==> config.mk <==
export PLATFORM = sky130hd
export DESIGN_NAME = if_stage_flat
export DESIGN_NICKNAME = d
export VERILOG_FILES = /design/src/rtl/if_stage_if.sv /design/src/rtl/if_stage.sv /design/src/flat_wrapper.sv
export SDC_FILE = /design/constraint.sdc
export NUM_CORES = 1
export LEC_CHECK = 0
export ABC_AREA = 1
export BUFFER_PORTS_ARGS = -buffer_cell sky130_fd_sc_hd__buf_4
export CORE_ASPECT_RATIO = 0.7
export CORE_MARGIN = 1
export CORE_UTILIZATION = 53
export CTS_CLUSTER_SIZE = 14
export DETAILED_ROUTE_END_ITERATION = 10
export HOLD_SLACK_MARGIN = 0.1
export PLACE_DENSITY_LB_ADDON = 0.2
export SLEW_MARGIN = 10
export SYNTH_ARGS = -nofsm -noshare
export SYNTH_HDL_FRONTEND = slang
export SYNTH_SLANG_ARGS = --single-unit
==> constraint.sdc <==
create_clock -name clk -period 2.05 [get_ports clk]
set_input_delay 0.41 -clock clk [delete_from_list [all_inputs] [get_ports clk]]
set_output_delay 0.41 -clock clk [all_outputs]
set_load 0.02 [all_outputs]
==> src/rtl/if_stage_if.sv <==
// if_stage_if: instruction-memory request/response bus between the fetch stage and imem.
interface if_stage_if;
  logic        imem_req;
  logic [31:0] imem_addr;
  logic        imem_ack;
  logic        imem_rvalid;
  logic [31:0] imem_rdata;
  modport master (output imem_req, imem_addr, input imem_ack, imem_rvalid, imem_rdata);
  modport slave (input imem_req, imem_addr, output imem_ack, imem_rvalid, imem_rdata);
endinterface

==> src/rtl/if_stage.sv <==
// if_stage: PC, single-outstanding imem fetch FSM and the IF/ID pipeline register.
module if_stage #(
  parameter logic [31:0] RESET_PC = 32'h0000_0000
) (
  input  logic              clk,
  input  logic              rst_n,
  input  logic              stall,
  input  logic              redirect,
  input  logic [31:0]       redirect_pc,
  if_stage_if.master        bus,
  output logic              ifid_valid,
  output logic [31:0]       ifid_instr,
  output logic [31:0]       ifid_pc4,
  output logic [5:0]        ifid_op_code
);
  typedef enum logic [1:0] {IDLE, REQ, WAIT, HOLD} state_t;
  state_t      state, state_nxt;
  logic [31:0] pc, pc_nxt, hold_instr, hold_nxt, word;
  logic        discard, discard_nxt, deliver;
  assign bus.imem_req  = state == REQ;
  assign bus.imem_addr = pc;
  assign ifid_op_code  = ifid_instr[31:26];
  // A redirect coinciding with the in-flight word consumes it, so no discard is left pending.
  always_comb begin
    state_nxt   = state;
    pc_nxt      = pc;
    discard_nxt = discard;
    hold_nxt    = hold_instr;
    deliver     = 1'b0;
    word        = hold_instr;
    case (state)
      IDLE: state_nxt = REQ;
      REQ: if (bus.imem_ack) begin
        state_nxt   = WAIT;
        discard_nxt = redirect;
      end
      WAIT: if (bus.imem_rvalid) begin
        discard_nxt = 1'b0;
        word        = bus.imem_rdata;
        if (discard || redirect) state_nxt = REQ;
        else if (!stall) begin
          deliver   = 1'b1;
          state_nxt = REQ;
        end else begin
          hold_nxt  = bus.imem_rdata;
          state_nxt = HOLD;
        end
      end else if (redirect) discard_nxt = 1'b1;
      HOLD: if (redirect) state_nxt = REQ;
      else if (!stall) begin
        deliver   = 1'b1;
        state_nxt = REQ;
      end
      default: state_nxt = IDLE;
    endcase
    pc_nxt = redirect ? {redirect_pc[31:2], 2'b00} : deliver ? pc + 32'd4 : pc;
  end
  always_ff @(posedge clk or negedge rst_n) begin
    if (!rst_n) begin
      state      <= IDLE;
      pc         <= RESET_PC;
      discard    <= 1'b0;
      hold_instr <= '0;
      ifid_valid <= 1'b0;
      ifid_instr <= '0;
      ifid_pc4   <= '0;
    end else begin
      state      <= state_nxt;
      pc         <= pc_nxt;
      discard    <= discard_nxt;
      hold_instr <= hold_nxt;
      if (redirect) begin
        ifid_valid <= 1'b0;
        ifid_instr <= '0;
      end else if (deliver) begin
        ifid_valid <= 1'b1;
        ifid_instr <= word;
        ifid_pc4   <= pc + 32'd4;
      end else if (!stall) begin
        ifid_valid <= 1'b0;
        ifid_instr <= '0;
      end
    end
  end
endmodule

==> src/flat_wrapper.sv <==
// flat-port wrapper written by rule: the top's interface ports become plain ports
module if_stage_flat 
#(
  parameter logic [31:0] RESET_PC = 32'h0000_0000
)
  (clk, rst_n, stall, redirect, redirect_pc, ifid_valid, ifid_instr, ifid_pc4, ifid_op_code, bus_imem_req, bus_imem_addr, bus_imem_ack, bus_imem_rvalid, bus_imem_rdata);
  if_stage_if bus_i ();
  input  logic clk;
  input  logic rst_n;
  input  logic stall;
  input  logic redirect;
  input  logic [31:0] redirect_pc;
  output logic ifid_valid;
  output logic [31:0] ifid_instr;
  output logic [31:0] ifid_pc4;
  output logic [5:0] ifid_op_code;
  output wire logic [$bits(bus_i.imem_req)-1:0] bus_imem_req;
  output wire logic [$bits(bus_i.imem_addr)-1:0] bus_imem_addr;
  input wire logic [$bits(bus_i.imem_ack)-1:0] bus_imem_ack;
  input wire logic [$bits(bus_i.imem_rvalid)-1:0] bus_imem_rvalid;
  input wire logic [$bits(bus_i.imem_rdata)-1:0] bus_imem_rdata;
  assign bus_imem_req = bus_i.imem_req;
  assign bus_imem_addr = bus_i.imem_addr;
  assign bus_i.imem_ack = bus_imem_ack;
  assign bus_i.imem_rvalid = bus_imem_rvalid;
  assign bus_i.imem_rdata = bus_imem_rdata;
  if_stage #(.RESET_PC(RESET_PC)) u_core (.clk(clk), .rst_n(rst_n), .stall(stall), .redirect(redirect), .redirect_pc(redirect_pc), .bus(bus_i), .ifid_valid(ifid_valid), .ifid_instr(ifid_instr), .ifid_pc4(ifid_pc4), .ifid_op_code(ifid_op_code));
endmodule
==> key figures, run 1 <==
Logic synthesis
  – Area leader, netlist: dfrtp_1
  – XOR/XNOR share of the synthesized area: less than 1%
  – Synth Area in Adders: 0.991%
  – Synth Area in Compound Gates: 11.2%
  – Count of cell types in the netlist: 26
  – Seq/Total Area, Yosys: 50.8%
  – Share of the synthesized area in the top cell type: between 50% and 60%
  – Yosys reg bits: 128
  – Mux cell area share after synthesis: 0%
  – Simple-Gate Fraction of Synth Area: 27.6%
  – Synth area leaders: dfrtp_1, nand2_1, o21ai_0
  – Avg Inst Size Synth: 7.67 um^2
  – Synthesized cell area: 6310 um^2
  – Yosys warns: 0
  – Cells after Synth: 823
  – Largest family of logic cells by synthesized area: simple AND/OR/NAND/NOR gates

Worst setup path
  – R2r setup slk: around 0.22 ns
  – Startpoint Class: flop
  – CP max stage cell: dfrtp_1
  – CP Cell Sequence: inv_1 -> ha_1 -> nand2_1 -> o21ai_1 -> nand2_2 -> inv_2 -> buf_4 -> nand2_1 -> nand2_1
  – CP top delay family: buffers and inverters
  – CP required: 2.40 ns
  – Crit-path max cell delay: 0.42 ns
  – Arr. time, crit path: 2.18 ns
  – Worst Setup End Kind: flop
  – Crit path max fanout: 22
  – Most used cell, CP: nand2_1
  – Critical path buffer and inverter count: 3
  – Critical path class: reg -> reg

Floorplanning
  – Die ar.: 12400 um^2
  – Die Wd: 132 um
  – Initial Utilization: ~56%
  – Die H: around 93 um
  – Ports: 174
  – Core Footprint: 11300 um^2
  – FP Rows: 32

Clock network
  – CTS buffer count: 17
  – Root Driver: clkbuf_16
  – Clk_lat worst skew: roughly 0.42 ns
  – Total setup buffers inserted after CTS: 0
  – Hold Buf Count CTS: 1
  – Clock sink count: 128
  – Clock tree from TritonCTS: built
  – Reg clk slew, reported paths: 0.06 ns
  – Clk buf depth: 2
  – Max H-tree Level: 4
  – Cts repair resizes: 0

Routing
  – DRT Pass-1 Iters: 6
  – Routed Antenna Nets: 0
  – Via/cell ratio: ~5.1
  – DR vias: ~5900
  – Post-Route WL: 16800 um
  – Drt wl/cell: between 10 and 15 um
  – DRC violations left: 0
  – Initial detailed-routing violation count: 459

Global routing
  – Initial antenna violation count: 0
  – Vias in the first global route: 5429
  – Total global-route track usage: 28.8%
  – Met2 Usage GRT: 42.7%
  – First-pass GRT wire length: 27400 um
  – Gr busiest metal: met2
  – Met3 Use GR: under 10%
  – GRT overflow: 0
  – Met1 GRT Util: 41.9%
  – Largest net degree at the start of global routing: 66

Power and ir drop
  – Leak Pwr: between 4 and 5 nW
  – VDD IR max: between 0.0006 and 0.0007 V
  – P per Cell Area: ~1200 nW/um^2
  – Power, Total: 9.60 mW

Cells and area
  – Fillers: 897
  – P&R area growth vs syn: 31.7%
  – Layout cells sized above 1: 24.2%
  – Post-Layout Inst Area: 8310 um^2
  – Area of the multi-input gates: 2550 um^2
  – Final net count: 1060
  – FF/Latch Area: roughly 3200 um^2
  – Fin util: around 74%
  – Antenna Cells: 0

STA
  – Worst slew pin tran: 0.546 ns
  – Hold_ws: 0.216 ns
  – Final Critical Period: 1.83 ns
  – RSZ-0062 raised after global routing: no
  – Slew margin rel.: a little under two thirds
  – Achievable Freq: 0.546 GHz
  – Final TNS setup: 0 ns
  – Final setup violation count: 0
  – Final hold violation count: 0
  – Final cycle utilization of the critical path: 89.4%
  – Slew Viols, Final: 0
  – Skew final: ~0.013 ns

Status
  – Status: finished, final reports clean

Hold path
  – Worst min-delay path class: in -> reg

Placement
  – I/O Buffers: 167
  – RePlAce Congestion: around 0.98
  – Detailed placement HPWL: about 12000 um
  – Placed cell areas: between 7000 and 8000 um^2

Flow run
  – Max Cap Viol: 0
[metal layers]
metal | routed length [um] | vias to the layer above | part of all wire (%)
met5 | 0 | - | 0
met4 | 95 | 0 | 0.56
met3 | 1400 | 14 | 8.3
met2 | 7310 | 238 | 43
met1 | 8010 | 2754 | 48
li1 | - | 2901 | -
[final cells by class]
cell class                 instances  area share (%)
tap                              153            2.30
multi-input combinational        566            30.7
clock inverter                    14            2.27
timing repair buffer             181            16.8
clock buffer                      18            5.28
sequential                       128            38.5
inverter                          91            4.11
[tightest hold or removal path: cells and delay by family]
kind                   cells  cell delay [ns]
buffers and inverters      1             0.08
and+or+nand+nor            2             0.10
[logic make-up after synthesis]
group                    Yosys count
adder cells (fa/ha/maj)            5
flip-flops                       128
buffers and inverters            132
XOR/XNOR                           3
AND/OR/NAND/NOR                  419
other                              1
AO/OA/AOI/OAI                    135
[synthesized netlist by cell type]
master and number:
xor2_1 3, o211ai_1 6, conb_1 1, nand3_1 45, buf_4 15, dfrtp_1 128
clkbuf_1 13, nand2_4 1, o21bai_1 3, inv_1 87, nand3_4 1, nand2_2 9
o32ai_1 1, or2_2 1, nand2_1 313, o21ai_0 91, o22ai_1 2, buf_2 13
a21oi_1 6, nor2_4 6, nor2_1 35, o21ai_1 25, ha_1 5, inv_2 4
nor2_2 8, a31oi_1 1
[path summary, 6_finish.rpt]
kind	from	endpoint	cells after the start
max in group asynchronous	rst_n	u_core.bus.imem_addr[21]$_DFFE_PN0P_	3
max	u_core.state[0]$_DFFE_PN0P_	u_core.bus.imem_addr[25]$_DFFE_PN0P_	9
max reg2reg	u_core.state[0]$_DFFE_PN0P_	u_core.bus.imem_addr[25]$_DFFE_PN0P_	9
min reg2reg	u_core.hold_instr[5]$_DFFE_PN0P_	u_core.hold_instr[5]$_DFFE_PN0P_	2
min	redirect_pc[4]	u_core.bus.imem_addr[4]$_DFFE_PN0P_	3
min in group asynchronous	rst_n	u_core.hold_instr[28]$_DFFE_PN0P_	2
[layout by cell type (no fill, tap or decap), types with 2 or more instances in the layout]
cell and count:
a21oi_1 6, buf_12 3, buf_4 177, bufinv_16 4, clkbuf_16 17, clkinv_2 4, clkinv_4 2, clkinvlp_4 3
conb_1 4, dfrtp_1 128, ha_1 5, inv_1 86, inv_2 4, nand2_1 313, nand2_2 9, nand3_1 45
nor2_1 35, nor2_2 8, nor2_4 6, o211ai_1 6, o21ai_0 91, o21ai_1 25, o21bai_1 3, o22ai_1 2
xor2_1 3
[power breakdown]
group	total, mW	internal [mW]	switching, mW
clock	3.20	2.06	1.13
sequential	3.63	3.16	0.467
combinational	2.78	1.14	1.64
[metrics by stage]
step | instances | setup slack, ns
global placement | 1118 | 0.303
global route | 1151 | 0.0428
CTS | 1151 | 0.214
finish | 1151 | 0.217
floorplan | 826 | 0.536
detailed placement | 1118 | 0.233
[sequential cells by signal, indices dropped and copies added (netlist names)]
| name | cells |
|---|---|
| u_core.bus.imem_addr | 30 |
| u_core.ifid_pc4 | 30 |
| u_core.state | 2 |
| u_core.ifid_valid | 1 |
| u_core.hold_instr | 32 |
| u_core.ifid_instr | 32 |
| u_core.discard | 1 |
Note: power is estimated with default switching activity, not from simulation.
==> run 2, diff against run 1 <==
GPL_TIMING_DRIVEN = 0   (was unset)
==> key figures, run 2 (synthesized netlist as in run 1, its figures left out) <==
Placement
  – I/O Buffers: 167 (unchanged)
  – Post-Place Worst Slack: 0.236 ns (+0.00342 ns)
  – Placed cell count: 1147 (+2.6%)
  – RePlAce Congestion: 0.958 (-2.6%)
  – Placed cell areas: 7800 um^2 (+1.6%)
  – Detailed placement HPWL: 13200 um (+9.9%)

Routing
  – Routed Antenna Nets: 0 (unchanged)
  – Post-Route WL: 18000 um (+7.3%)
  – DRT Pass-1 Iters: 5 (-1)
  – Drt wl/cell: 15.3 um (+4.6%)
  – Via/cell ratio: 5.21 (+1.6%)
  – DRC violations left: 0 (unchanged)
  – DR vias: 6150 (+4.1%)
  – Initial detailed-routing violation count: 482 (+5.0%)

Floorplanning
  – Core Footprint: 11300 um^2 (unchanged)
  – Initial Utilization: 55.9% (unchanged)
  – Ports: 174 (unchanged)
  – FP Rows: 32 (unchanged)
  – Die H: 93.3 um (unchanged)
  – Die Wd: 132 um (unchanged)
  – Die ar.: 12400 um^2 (unchanged)

Cells and area
  – Fillers: 895 (-0.22%)
  – Final net count: 1089 (+2.7%)
  – Post-Layout Inst Area: 8420 um^2 (+1.2%)
  – Fin util: 74.5% (+0.92 points)
  – Antenna Cells: 0 (unchanged)
  – FF/Latch Area: 3200 um^2 (unchanged)
  – Most common cell after layout, fill and taps aside: nand2_1
  – Layout cells sized above 1: 25.1% (+0.87 points)
  – Top flop regs: u_core.hold_instr x32, u_core.ifid_instr x32
  – P&R area growth vs syn: 33.4%
  – Area of the multi-input gates: 2550 um^2 (unchanged)
  – Commonest non-fill, non-tap cells in the layout: nand2_1, buf_4, dfrtp_1
  – Finished Layout Cells: 1180 (+2.5%)

Clock network
  – Cts repair resizes: 0 (unchanged)
  – Clock sink count: 128 (unchanged)
  – CTS buffer count: 17 (unchanged)
  – Clk_lat worst skew: 0.42 ns (about the same)
  – Reg clk slew, reported paths: 0.06 ns (about the same)
  – Total setup buffers inserted after CTS: 0 (unchanged)
  – Root Driver: clkbuf_16
  – Max H-tree Level: 4 (unchanged)
  – Hold Buf Count CTS: 1 (unchanged)
  – Clock tree from TritonCTS: built
  – Clk buf depth: 2 (unchanged)

STA
  – Final TNS setup: 0 ns (unchanged)
  – Worst slew pin tran: 0.665 ns (+0.118 ns)
  – Slew margin rel.: 55.7% (-7.9 points)
  – Final setup violation count: 0 (unchanged)
  – Final Critical Period: 1.85 ns (+0.0164 ns)
  – Hold_ws: 0.213 ns (-0.00241 ns)
  – RSZ-0062 raised after global routing: no
  – Skew final: 0.00849 ns (-0.00449 ns)
  – Final hold violation count: 0 (unchanged)
  – Achievable Freq: 0.541 GHz (-0.89%)
  – Final cycle utilization of the critical path: 90.2% (+0.80 points)
  – Slew Viols, Final: 0 (unchanged)
  – Final worst slack: 0.200 ns (-0.0164 ns)

Worst setup path
  – Arr. time, crit path: 2.16 ns (-0.02 ns)
  – Worst Setup End Kind: flop
  – CP max stage cell: dfrtp_1
  – Critical path class: reg -> reg
  – CP required: 2.36 ns (-0.04 ns)
  – Startpoint Class: flop
  – Crit path max fanout: 10 (-55%)
  – CP Cell Sequence: inv_1 -> ha_1 -> nand2_1 -> o21ai_1 -> nand2_2 -> nand2_2 -> buf_4 -> o21ai_1 -> inv_1 -> nand2_1
  – Crit-path max cell delay: 0.43 ns (about the same)

Global routing
  – First-pass GRT wire length: 29300 um (+7.0%)
  – Initial antenna violation count: 0 (unchanged)
  – Vias in the first global route: 5651 (+4.1%)
  – Largest net degree at the start of global routing: 69 (+4.5%)
  – GRT overflow: 0 (unchanged)
  – Total global-route track usage: 31.2% (+2.4 points)

Power and ir drop
  – Power, Total: 9.60 mW (about the same)
  – P per Cell Area: 1140 nW/um^2 (-1.3%)
  – Leak Pwr: 4.45 nW (+1.7%)
  – VDD IR max: 0.000758 V (+12%)

Flow run
  – Max Cap Viol: 0 (unchanged)

Hold path
  – Worst min-delay path class: in -> reg

Status
  – Status: finished, final reports clean
[run 2: report_power, final]
group | total, mW | internal, mW | switching, mW
logic | 2.85 | 1.16 | 1.68
registers | 3.62 | 3.16 | 0.461
clock network | 3.13 | 1.92 | 1.21
total | 9.60 | 6.25 | 3.35
[run 2: routing by layer]
layer | up-vias | share of wire, % | GRT usage, %
met5 | - | 0 | 0
met4 | 0 | 0.94 | 7.09
met3 | 15 | 9.4 | 8.02
met2 | 274 | 41 | 43.7
met1 | 2908 | 48 | 47.8
li1 | 2953 | - | -
[run 2: critical path: cells and delay by family, from the launching register on]
family                   cells  cell delay, ns
flip-flops                   1            0.43
buffers and inverters        3            0.40
AO/OA/AOI/OAI                2            0.23
AND/OR/NAND/NOR              4            0.51
adder cells (fa/ha/maj)      1            0.18
[run 2: cell type report]
| class | count | area share (%) |
|---|---|---|
| Timing Repair Buffer | 169 | 15.4 |
| Clock inverter | 15 | 2.19 |
| Inverter | 91 | 4.06 |
| Sequential cell | 128 | 38.1 |
| Tap cell | 153 | 2.27 |
| Buffer | 41 | 2.69 |
| Clock buffer | 17 | 5.05 |
| Multi-Input combinational cell | 566 | 30.3 |
[run 2: worst paths after layout]
| kind | slack, ns | from | depth (start not counted) | to |
|---|---|---|---|---|
| max | 0.20 | u_core.state[0]$_DFFE_PN0P_ | 10 | u_core.bus.imem_addr[21]$_DFFE_PN0P_ |
| min | 0.21 | redirect_pc[3] | 3 | u_core.bus.imem_addr[3]$_DFFE_PN0P_ |
| max reg2reg | 0.20 | u_core.state[0]$_DFFE_PN0P_ | 10 | u_core.bus.imem_addr[21]$_DFFE_PN0P_ |
| min reg2reg | 0.48 | u_core.ifid_pc4[8]$_DFFE_PN0P_ | 2 | u_core.ifid_pc4[8]$_DFFE_PN0P_ |
| max in group asynchronous | 0.79 | rst_n | 3 | u_core.ifid_instr[14]$_DFFE_PN0P_ |
| min in group asynchronous | 0.55 | rst_n | 2 | u_core.hold_instr[28]$_DFFE_PN0P_ |
